===== config.mk =====
export PLATFORM = sky130hd
export DESIGN_NAME = paddle_input_ctrl
export DESIGN_NICKNAME = d
export VERILOG_FILES = /design/src/rtl/pong_pkg.sv /design/src/rtl/quad_debounce.sv /design/src/rtl/paddle_input_ctrl.sv
export SDC_FILE = /design/constraint.sdc
export NUM_CORES = 1
export LEC_CHECK = 0
export ABC_CLOCK_PERIOD_IN_PS = 4250
export CORE_MARGIN = 3
export CORE_UTILIZATION = 50
export CTS_CLUSTER_DIAMETER = 120
export DETAILED_ROUTE_END_ITERATION = 8
export GPL_TIMING_DRIVEN = 0
export PLACE_DENSITY = 0.76
export SLEW_MARGIN = 5
export SYNTH_ARGS = -nofsm -noshare
export SYNTH_HDL_FRONTEND = slang
export SYNTH_SLANG_ARGS = --single-unit

===== constraint.sdc =====
create_clock -name clk -period 4.25 [get_ports clk]
set_clock_uncertainty 0.15 [all_clocks]
set_input_delay 0.425 -clock clk [delete_from_list [all_inputs] [get_ports clk]]
set_output_delay 0.425 -clock clk [all_outputs]
set_load 0.05 [all_outputs]

===== src/rtl/pong_pkg.sv =====
// Shared pong constants, quadrature FSM encoding and direction type.
// Also holds the Gray-code position helper used by the encoder decoder.
package pong_pkg;

  localparam int SWIDTH        = 640;
  localparam int SHEIGHT       = 480;
  localparam int PADDLE_HEIGHT = 25;
  localparam int PADDLE_SPEED  = 8;
  localparam int PADDLE_WIDTH  = 10;
  localparam int PADDLE_OFFSET = 20;
  localparam int BALL_SIZE     = 8;
  localparam int COORD_W       = 11;

  typedef enum logic {
    Q_INIT  = 1'b0,
    Q_TRACK = 1'b1
  } quad_state_e;

  typedef enum logic {
    DIR_UP   = 1'b0,
    DIR_DOWN = 1'b1
  } dir_e;

  // Position of {a,b} along the down sequence 00->01->11->10.
  function automatic logic [1:0] gray_idx(input logic [1:0] ab);
    case (ab)
      2'b00:   return 2'd0;
      2'b01:   return 2'd1;
      2'b11:   return 2'd2;
      2'b10:   return 2'd3;
      default: return 2'd0;
    endcase
  endfunction

endpackage


===== src/rtl/quad_debounce.sv =====
// One-bit synchroniser followed by a stable-count filter; o_stable means the
// synchronised input agrees with the filtered level and the counter is idle.
module quad_debounce #(
  parameter int SYNC_STAGES     = 2,
  parameter int DEBOUNCE_CYCLES = 255
) (
  input  logic clk,
  input  logic reset,
  input  logic i_raw,
  output logic o_level,
  output logic o_stable
);

  localparam int CW = $clog2(DEBOUNCE_CYCLES + 1);
  localparam logic [CW-1:0] CNT_LAST = CW'(DEBOUNCE_CYCLES - 1);

  logic [SYNC_STAGES-1:0] r_sync;
  logic [CW-1:0]          r_cnt;
  logic                   r_level;
  logic                   w_sync;

  assign w_sync   = r_sync[SYNC_STAGES-1];
  assign o_level  = r_level;
  assign o_stable = (r_cnt == '0) && (w_sync == r_level);

  // Synchroniser shift and stable-count filter.
  always_ff @(posedge clk) begin
    if (reset) begin
      r_sync  <= '0;
      r_cnt   <= '0;
      r_level <= 1'b0;
    end else begin
      r_sync <= {r_sync[SYNC_STAGES-2:0], i_raw};
      if (w_sync == r_level) begin
        r_cnt <= '0;
      end else if (r_cnt == CNT_LAST) begin
        r_level <= w_sync;
        r_cnt   <= '0;
      end else begin
        r_cnt <= r_cnt + 1'b1;
      end
    end
  end

endmodule


===== src/rtl/paddle_input_ctrl.sv =====
// Paddle position source: debounced quadrature encoder with step accumulation,
// saturating position update, and a per-frame autopilot that tracks the ball.
module paddle_input_ctrl
  import pong_pkg::*;
#(
  parameter int SHEIGHT         = pong_pkg::SHEIGHT,
  parameter int PADDLE_HEIGHT   = pong_pkg::PADDLE_HEIGHT,
  parameter int PADDLE_SPEED    = pong_pkg::PADDLE_SPEED,
  parameter int AUTO_SPEED      = 1,
  parameter int STEPS_PER_MOVE  = 1,
  parameter int SYNC_STAGES     = 2,
  parameter int DEBOUNCE_CYCLES = 255,
  parameter int RESET_Y         = 240
) (
  input  logic               clk,
  input  logic               reset,
  input  logic               enc_a,
  input  logic               enc_b,
  input  logic               auto_en,
  input  logic               frame_tick,
  input  logic [COORD_W-1:0] ball_y,
  output logic [COORD_W-1:0] paddle_y,
  output logic               moved,
  output logic               dir_down,
  output logic               illegal
);

  localparam logic [11:0] Y_MIN     = 12'(PADDLE_HEIGHT + 1);
  localparam logic [11:0] Y_MAX     = 12'(SHEIGHT - PADDLE_HEIGHT);
  localparam logic [11:0] MAN_STEP  = 12'(PADDLE_SPEED);
  localparam logic [11:0] AUTO_STEP = 12'(AUTO_SPEED);
  localparam logic [COORD_W-1:0] Y_RESET = COORD_W'(RESET_Y);
  localparam logic [2:0]  STEPS_TGT = 3'(STEPS_PER_MOVE);
  localparam int ICW = $clog2(DEBOUNCE_CYCLES + 1);
  localparam logic [ICW-1:0] INIT_LAST = ICW'(DEBOUNCE_CYCLES - 1);

  logic w_a, w_b, w_a_stable, w_b_stable;
  logic [SYNC_STAGES-1:0] r_auto_sync;
  logic w_auto;

  quad_state_e  r_state;
  logic [ICW-1:0] r_init_cnt;
  logic [1:0]   r_prev;
  logic [1:0]   r_acc_cnt;
  dir_e         r_acc_dir;
  logic         r_step, r_step_down, r_illegal;

  logic [1:0]  w_cur, w_delta;
  logic        w_valid, w_down, w_bad;
  logic [2:0]  w_acc_sum;

  logic [COORD_W-1:0] r_y;
  logic        r_moved;
  dir_e        r_dir;
  logic        w_req, w_req_down;
  logic [11:0] w_amt, w_dn_sum, w_dn_y, w_up_y, w_new_y;

  quad_debounce #(.SYNC_STAGES(SYNC_STAGES), .DEBOUNCE_CYCLES(DEBOUNCE_CYCLES)) u_deb_a (
    .clk(clk), .reset(reset), .i_raw(enc_a), .o_level(w_a), .o_stable(w_a_stable)
  );
  quad_debounce #(.SYNC_STAGES(SYNC_STAGES), .DEBOUNCE_CYCLES(DEBOUNCE_CYCLES)) u_deb_b (
    .clk(clk), .reset(reset), .i_raw(enc_b), .o_level(w_b), .o_stable(w_b_stable)
  );

  // Autopilot switch synchroniser (level input, no filtering needed).
  always_ff @(posedge clk) begin
    if (reset) begin
      r_auto_sync <= '0;
    end else begin
      r_auto_sync <= {r_auto_sync[SYNC_STAGES-2:0], auto_en};
    end
  end
  assign w_auto = r_auto_sync[SYNC_STAGES-1];

  assign w_cur   = {w_a, w_b};
  assign w_delta = gray_idx(w_cur) - gray_idx(r_prev);

  // Classify the filtered transition: +1 down, -1 up, 2 is a double-bit jump.
  always_comb begin
    w_valid = 1'b0;
    w_down  = 1'b0;
    w_bad   = 1'b0;
    case (w_delta)
      2'd1:    begin w_valid = 1'b1; w_down = 1'b1; end
      2'd3:    begin w_valid = 1'b1; w_down = 1'b0; end
      2'd2:    w_bad = 1'b1;
      default: w_valid = 1'b0;
    endcase
  end

  // Direction reversal restarts the count at one in the new direction.
  always_comb begin
    if ((r_acc_cnt != 2'd0) && (r_acc_dir != dir_e'(w_down))) begin
      w_acc_sum = 3'd1;
    end else begin
      w_acc_sum = {1'b0, r_acc_cnt} + 3'd1;
    end
  end

  // Quadrature FSM: acquire a settled starting phase, then decode steps.
  always_ff @(posedge clk) begin
    if (reset) begin
      r_state     <= Q_INIT;
      r_init_cnt  <= '0;
      r_prev      <= 2'b00;
      r_acc_cnt   <= 2'd0;
      r_acc_dir   <= DIR_UP;
      r_step      <= 1'b0;
      r_step_down <= 1'b0;
      r_illegal   <= 1'b0;
    end else begin
      r_step    <= 1'b0;
      r_illegal <= 1'b0;
      case (r_state)
        Q_INIT: begin
          if (w_a_stable && w_b_stable) begin
            if (r_init_cnt == INIT_LAST) begin
              r_prev     <= w_cur;
              r_init_cnt <= '0;
              r_state    <= Q_TRACK;
            end else begin
              r_init_cnt <= r_init_cnt + 1'b1;
            end
          end else begin
            r_init_cnt <= '0;
          end
        end
        Q_TRACK: begin
          if (w_bad) begin
            r_illegal <= 1'b1;
            r_acc_cnt <= 2'd0;
            r_prev    <= w_cur;
          end else if (w_valid) begin
            r_prev    <= w_cur;
            r_acc_dir <= dir_e'(w_down);
            if (w_acc_sum == STEPS_TGT) begin
              r_acc_cnt   <= 2'd0;
              r_step      <= 1'b1;
              r_step_down <= w_down;
            end else begin
              r_acc_cnt <= w_acc_sum[1:0];
            end
          end
        end
        default: r_state <= Q_INIT;
      endcase
    end
  end

  // Select the move request: manual steps, or frame-paced ball tracking.
  always_comb begin
    w_req      = 1'b0;
    w_req_down = 1'b0;
    w_amt      = MAN_STEP;
    if (w_auto) begin
      w_amt = AUTO_STEP;
      if (frame_tick && (ball_y != r_y)) begin
        w_req      = 1'b1;
        w_req_down = (r_y < ball_y);
      end else begin
        w_req = 1'b0;
      end
    end else begin
      w_req      = r_step;
      w_req_down = r_step_down;
    end
  end

  // Saturating 12-bit target so neither bound can wrap.
  always_comb begin
    w_dn_sum = {1'b0, r_y} + w_amt;
    if (w_dn_sum > Y_MAX) begin
      w_dn_y = Y_MAX;
    end else begin
      w_dn_y = w_dn_sum;
    end
    if ({1'b0, r_y} < (Y_MIN + w_amt)) begin
      w_up_y = Y_MIN;
    end else begin
      w_up_y = {1'b0, r_y} - w_amt;
    end
    if (w_req_down) begin
      w_new_y = w_dn_y;
    end else begin
      w_new_y = w_up_y;
    end
  end

  // Position register; moved only fires when the value really changes.
  always_ff @(posedge clk) begin
    if (reset) begin
      r_y     <= Y_RESET;
      r_moved <= 1'b0;
      r_dir   <= DIR_UP;
    end else begin
      r_moved <= 1'b0;
      if (w_req && (w_new_y != {1'b0, r_y})) begin
        r_y     <= w_new_y[COORD_W-1:0];
        r_moved <= 1'b1;
        r_dir   <= dir_e'(w_req_down);
      end
    end
  end

  assign paddle_y = r_y;
  assign moved    = r_moved;
  assign dir_down = (r_dir == DIR_DOWN);
  assign illegal  = r_illegal;

endmodule


-- After elaboration in Yosys (flattened, before gate mapping)
Index checks and enable logic that the tools add are counted.
- bits in registers: 54
- bits in latches: 0
- bits in writable memories: 0
- ROM bits: 0
- input bits: 17
- output and inout port bits: 14
- logic and storage cells: 108
- memories kept: 0
- $add $sub $neg: 8
- $mul: 0
- divide/modulo/power cells: 0
- magnitude comparators: 3
- equality and inequality tests: 21
- shifts and indexed selects: 0
- multiplexer cells: 30
- bitwise gates (word level): 5
- reduce and logical (&&, ||, !) cells: 23
- operator list (operator ; count):
    12-bit 2-to-1 mux ; 3
    8-bit by 1-bit adder with 8-bit output (second input constant) ; 3
    8-bit == test (second input constant) ; 3
    8-bit logical NOT ; 2
    8-bit 2-to-1 mux ; 2
    2-bit one-hot mux with 4 select lines ; 2
    2-bit 2-to-1 mux ; 7
    1-bit 2-to-1 mux ; 13
    11-bit by 12-bit adder with 12-bit output ; 1
    5-bit by 12-bit adder with 12-bit output (first input constant) ; 1
    2-bit == test (second input constant) ; 6
    12-bit by 9-bit > comparator with 1-bit output (second input constant) ; 1
    11-bit by 12-bit less-than comparator with 1-bit output ; 1
    12-bit by 11-bit != test with 1-bit output ; 1
    11-bit by 12-bit subtractor with 12-bit output ; 1
    11-bit less-than comparator ; 1
    11-bit != test ; 1
    2-bit by 1-bit == test with 1-bit output (second input constant) ; 3
    1-bit logical AND ; 6
    2-bit AND reduction ; 3
    3-bit AND reduction ; 2
    3-bit OR reduction ; 2
    1-bit inverter ; 5
    2-bit logical NOT ; 2
    14 further kinds ; 18

-- Depth between registers and ports, before layout
- depth after elaboration: 12
- gate-level depth with buffers: 16
- gate-level depth less buffers: 14

-- Hierarchy
A second synthesis with hierarchy kept.
- cells, all modules: 474
- area total of the unflattened synthesis: 3856.2 sq um
- by module, submodules not included (module ; instances ; cells each ; area an instance (sq um) ; seq. area each (sq um)):
    paddle_input_ctrl ; 1 ; 360 ; 2791.4 ; 640.6
    quad_debounce (u_deb_a) ; 1 ; 56 ; 541.8 ; 220.2
    quad_debounce (u_deb_b) ; 1 ; 58 ; 523.0 ; 220.2

-- Worst setup path before layout
OpenSTA, ideal clock, no wires.
- kind: reg-to-reg
- from: register r_y[3] (netlist: paddle_y[3])
- to: register r_y[7] (netlist: paddle_y[7])
- setup time: 129 ps
- data arrival time: 3386 ps
- data required time: 3971 ps
- path slack: 585 ps
- cell stages (with the launch flop): 14
- period minus slack after synthesis: 3665 ps
- cell sequence: dfxtp_1 ha_1 buf_6 a41o_4 and2_1 o22a_1 a31oi_2 nand2b_4 o221ai_1 o311a_1 o41ai_2 buf_6 mux2i_1 a22oi_2
- cells in the longest elaborated chain, start to end: 7
- elaborated cells on any way between the ends: 16
- those cells by class: 2 x add/sub; 3 x order compare; 2 x eq/ne; 7 x mux; 2 x reduce/logical
- ends and longest elaborated chain (element ; line ; RTL):
    start: declaration ; paddle_input_ctrl.sv:52 ; logic [COORD_W-1:0] r_y;
    start signal: assignment ; paddle_input_ctrl.sv:198 ; r_y <= w_new_y[COORD_W-1:0];
    branches (longest 7 deep; another with 11-bit by 12-bit adder with 12-bit output) ; -- ;
Parallel ways; which one is timed is not known.
A chain may end at the register's enable or synchronous reset.

-- Worst setup path in the final report
- from: register r_auto_sync[1]
- to: register r_y[7] (netlist: paddle_y[7])
- cells in the longest elaborated chain, start to end: 7
- elaborated cells on any way between the ends: 13
- those cells by class: 3 x add/sub; 2 x order compare; 1 x eq/ne; 6 x mux; 1 x reduce/logical
- ends and longest elaborated chain (element ; line ; RTL):
    start: declaration ; paddle_input_ctrl.sv:38 ; logic [SYNC_STAGES-1:0] r_auto_sync;
    start signal: assignment ; paddle_input_ctrl.sv:70 ; r_auto_sync <= {r_auto_sync[SYNC_STAGES-2:0], auto_en};
    4-bit 2-to-1 mux ; paddle_input_ctrl.sv:155 ; if (w_auto) begin
    5-bit by 12-bit adder with 12-bit output or 11-bit by 12-bit adder with 12-bit output (tied branches) ; paddle_input_ctrl.sv:177, paddle_input_ctrl.sv:171 ;
    11-bit by 12-bit less-than comparator with 1-bit output or 12-bit by 9-bit > comparator with 1-bit output (tied branches) ; paddle_input_ctrl.sv:177, paddle_input_ctrl.sv:172 ;
    12-bit 2-to-1 mux, on equally long branches ; paddle_input_ctrl.sv:177, paddle_input_ctrl.sv:172 ;
    12-bit 2-to-1 mux ; paddle_input_ctrl.sv:182 ; if (w_req_down) begin
    12-bit by 11-bit != test with 1-bit output ; paddle_input_ctrl.sv:197 ; if (w_req && (w_new_y != {1'b0, r_y})) begin
    1-bit logical AND ; paddle_input_ctrl.sv:197 ;
Several ways; a longest one is shown, not always the timed one.

==> flow_metrics.py <==
metrics = {
    "critical_path": {
        "path_class": "flip-flop to flip-flop",
        "critical_path.max_fanout": 10,
        "crit_end": "paddle_y[7]",
        "cp.required_ns": 4.28,
        "r2r_start": "r_auto_sync[1]",
        "arrival_ns": 4.11,
        "cp-end-kind": "flip-flop",
        "r2r_end": "paddle_y[7]",
        "slowest_delay_ns": 0.51,
        "crit_path_cell_trace": "inv_1, ha_1, buf_6, a41o_4, and2_1, o22a_1, a31oi_2, nor2_1, o221ai_1, o22ai_1, o41ai_2, buf_6, mux2i_1, a22oi_2",
        "cp_slowest_cell": "dfxtp_1",
        "critPathLaunchType": "flip-flop",
        "crit_start": "r_auto_sync[1]",
        "rrSetupSlack_ns": 0.17,
        "reg2reg_depth": 14,
        "crit_top_cell": "buf_6",
    },
    "power": {
        "vdd_drop_max_mv": 0.1812,
        "finalPower_mw": 0.9628,
        "powerDensity_nw_per_um2": 217.6,
        "p_leak_nw": 1.714,
    },
    "grt": {
        "grt_pass1_vias": 3389,
        "grt-ovfl-total": 0,
        "grt_pass1_wl_um": 16050,
        "grtUsageMet3": 0.03846,
        "globalRouteMet1Util": 0.3125,
        "top_usage_layer": "met2",
        "grt_use_total": 0.2248,
        "grt_max_degree": 18,
        "antenna_found_initial": 0,
        "met2_usage": 0.3570,
    },
    "clock_network": {
        "cts-hold-fix-buffers": 0,
        "cts_made_buffers": 5,
        "htreeDepth": 2,
        "cts_tree": "built",
        "clock_latency_ns": 0.31,
        "cts-root-buf": "clkbuf_8",
        "clock_path_buffers": 2,
        "path_clk_slew_ns": 0.10,
        "clock_sinks": 54,
    },
    "logic_synthesis": {
        "ys_seq_elements": 54,
        "synthDistinctLibCells": 72,
        "ys_seq_area_frac": 0.2782,
        "synth-edff-count": 0,
        "synth_cells": 470,
        "async_reset_ff_frac": 0,
        "synthFlopType": "dfxtp_1",
        "synthesis.nets": 524,
        "yosys_warnings": 0,
        "syn_area_sq_um": 3886,
        "syn_avg_cell_area_sq_um": 8.269,
    },
    "routing": {
        "wl_per_cell_um": 16.02,
        "first_pass_iters": 5,
        "drt_iter0_drc": 243,
        "via_per_inst": 5.908,
        "wl_um": 9725,
        "ant_nets": 0,
        "drcViolationCount": 0,
        "vias": 3586,
    },
    "final_layout": {
        "finalNetCount": 561,
        "finish.utilization": 0.5972,
        "diodes": 0,
        "fin_cells": 607,
        "areaGrowthSynthToFinish_pct": 13.84,
        "layout-drive-gt1-share": 0.08268,
    },
    "timing": {
        "final.min_clock_period_ns": 4.076,
        "relSlewSlack": 0.4960,
        "final.period_utilization": 0.9591,
        "hold_viol_final": 0,
        "max_freq_ghz": 0.2453,
        "fin_ws_ns": 0.1739,
        "worstMarginPinSlew_ns": 0.7560,
        "rsz0062_at_grt": "no",
        "setup_viol": 0,
        "drv_slew": 0,
    },
    "worst_hold_path": {
        "holdCritStartpoint": "r_auto_sync[0]",
        "hp-class": "flip-flop to flip-flop",
    },
    "floorplan": {
        "design.core.area_sq_um": 7408,
        "die_width_um": 94.16,
        "die_h_um": 94.16,
        "die_area_sq_um": 8866,
        "placementRows": 31,
        "ios": 31,
        "initial_core_util": 0.5246,
    },
    "placed_design": {
        "io_buffers": 30,
        "finalWeightedCongestion": 0.9372,
        "pre_cts_ws_ns": -0.03685,
        "dp.final_hpwl_um": 7347,
        "dp.cells": 599,
    },
    "job": {
        "cap_violations": 0,
    },
    "run_status": {
        "status": "complete, no violations",
    },
}
## critical path: cells and delay by family (launching register included)
family	cells	cell delay, ns
compound gates	7	1.77
flops	1	0.51
fa+ha+maj	1	0.36
mux	1	0.22
simple gates	2	0.37
buf+inv	3	0.55
## cells in the mapped netlist, types with 3 or more instances
library cell / n / share of area
and3_1: 5 / 0.0080
nor3_1: 12 / 0.015
a211oi_1: 4 / 0.0077
dfxtp_1: 54 / 0.28
nor4b_1: 3 / 0.0068
xor2_1: 14 / 0.032
nor4_1: 6 / 0.0097
o31ai_1: 4 / 0.0077
or4_1: 4 / 0.0077
o21ai_0: 21 / 0.027
nor2b_1: 11 / 0.018
xnor2_1: 13 / 0.029
buf_6: 3 / 0.0087
clkbuf_1: 11 / 0.011
o21a_1: 5 / 0.0097
or3_1: 10 / 0.016
mux2i_1: 8 / 0.021
and4_1: 5 / 0.011
ha_1: 37 / 0.12
nand4b_1: 3 / 0.0068
nand3_1: 16 / 0.021
a221oi_1: 3 / 0.0068
a21oi_1: 21 / 0.027
nor2_1: 61 / 0.059
a31o_2: 3 / 0.0068
buf_2: 5 / 0.0064
nand4_1: 5 / 0.0080
o22ai_1: 3 / 0.0048
o211ai_1: 3 / 0.0058
nand2_1: 27 / 0.026
inv_1: 33 / 0.032
and2_1: 8 / 0.013
## stage by stage
step                TNS [ns]  cell area (sq um)  hold slack, ns
floorplan                  0               3886          0.2638
global placement     -0.1514               4310          0.2767
detailed placement  -0.03685               4310          0.2777
CTS                        0               4409          0.3026
global route               0               4424          0.3271
finish                     0               4424          0.3032
## per-layer routing
layer	share of wire	vias to the layer above
met5	0	-
met4	0.013	0
met2	0.45	150
met1	0.46	1668
li1	-	1753
met3	0.080	15
## worst min path at each step
| stage | endpoint | cells after the start |
|---|---|---|
| global placement | r_auto_sync[1] | 1 |
| finish | r_auto_sync[1] | 1 |
| global route | r_auto_sync[1] | 1 |
| detailed placement | r_auto_sync[1] | 1 |
| floorplan | r_auto_sync[1] | 1 |
| CTS | r_auto_sync[1] | 1 |
## cell usage in the layout, fill, tap and decap left out, types with 5 or more instances in the layout
| cell | count |
|---|---|
| mux2i_1 | 8 |
| o21ai_0 | 21 |
| buf_2 | 5 |
| a21oi_1 | 21 |
| inv_1 | 33 |
| ha_1 | 36 |
| or3_1 | 10 |
| nand3_1 | 16 |
| nor2_1 | 61 |
| nand4_1 | 5 |
| clkdlybuf4s50_1 | 30 |
| and4_1 | 5 |
| nor2b_1 | 11 |
| xor2_1 | 14 |
| xnor2_1 | 12 |
| nand2_1 | 27 |
| clkbuf_8 | 6 |
| and2_1 | 8 |
| and3_1 | 5 |
| nor4_1 | 6 |
| o21a_1 | 5 |
| nor3_1 | 11 |
| clkbuf_1 | 11 |
| dfxtp_1 | 54 |
## final cells by class
type,count,area (sq um)
Clock buffer,6,82.58
Fill cell,680,2984
Inverter,33,123.9
Clock inverter,2,16.27
Multi-Input combinational cell,363,2589
Timing Repair Buffer,30,300.3
Sequential cell,54,1081
Buffer,20,107.6
Tap cell,99,123.9
## logic make-up (layout without fill, tap and decap cells)
group,Yosys count,after routing,synth area share
compound gates,101,101,0.1987
buf+inv,53,91,0.05956
simple gates,187,187,0.2502
fa+ha+maj,37,37,0.1191
xor+xnor,28,28,0.06504
flops,54,54,0.2782
mux,10,10,0.02930
## what timing repair did
item	CTS	global route
buffers inserted	0	0
endpoints found under the setup margin	0	8
gates resized for setup	0	3
## power by group
| part | total (mW) | leakage (nW) | switching (mW) | internal (mW) |
|---|---|---|---|---|
| combinational | 0.127 | 1.23 | 0.0712 | 0.0558 |
| sequential | 0.521 | 0.437 | 0.00838 | 0.512 |
| clock | 0.315 | 0.0478 | 0.180 | 0.135 |
## flip-flops by register name, indices dropped and copies added (netlist names), 2 cells and up
signal          flops
u_deb_a.r_sync      2
paddle_y           11
r_auto_sync         2
r_acc_cnt           2
r_init_cnt          8
u_deb_b.r_sync      2
u_deb_b.r_cnt       8
r_prev              2
u_deb_a.r_cnt       8
No activity file was read; power rests on OpenSTA's default activity.
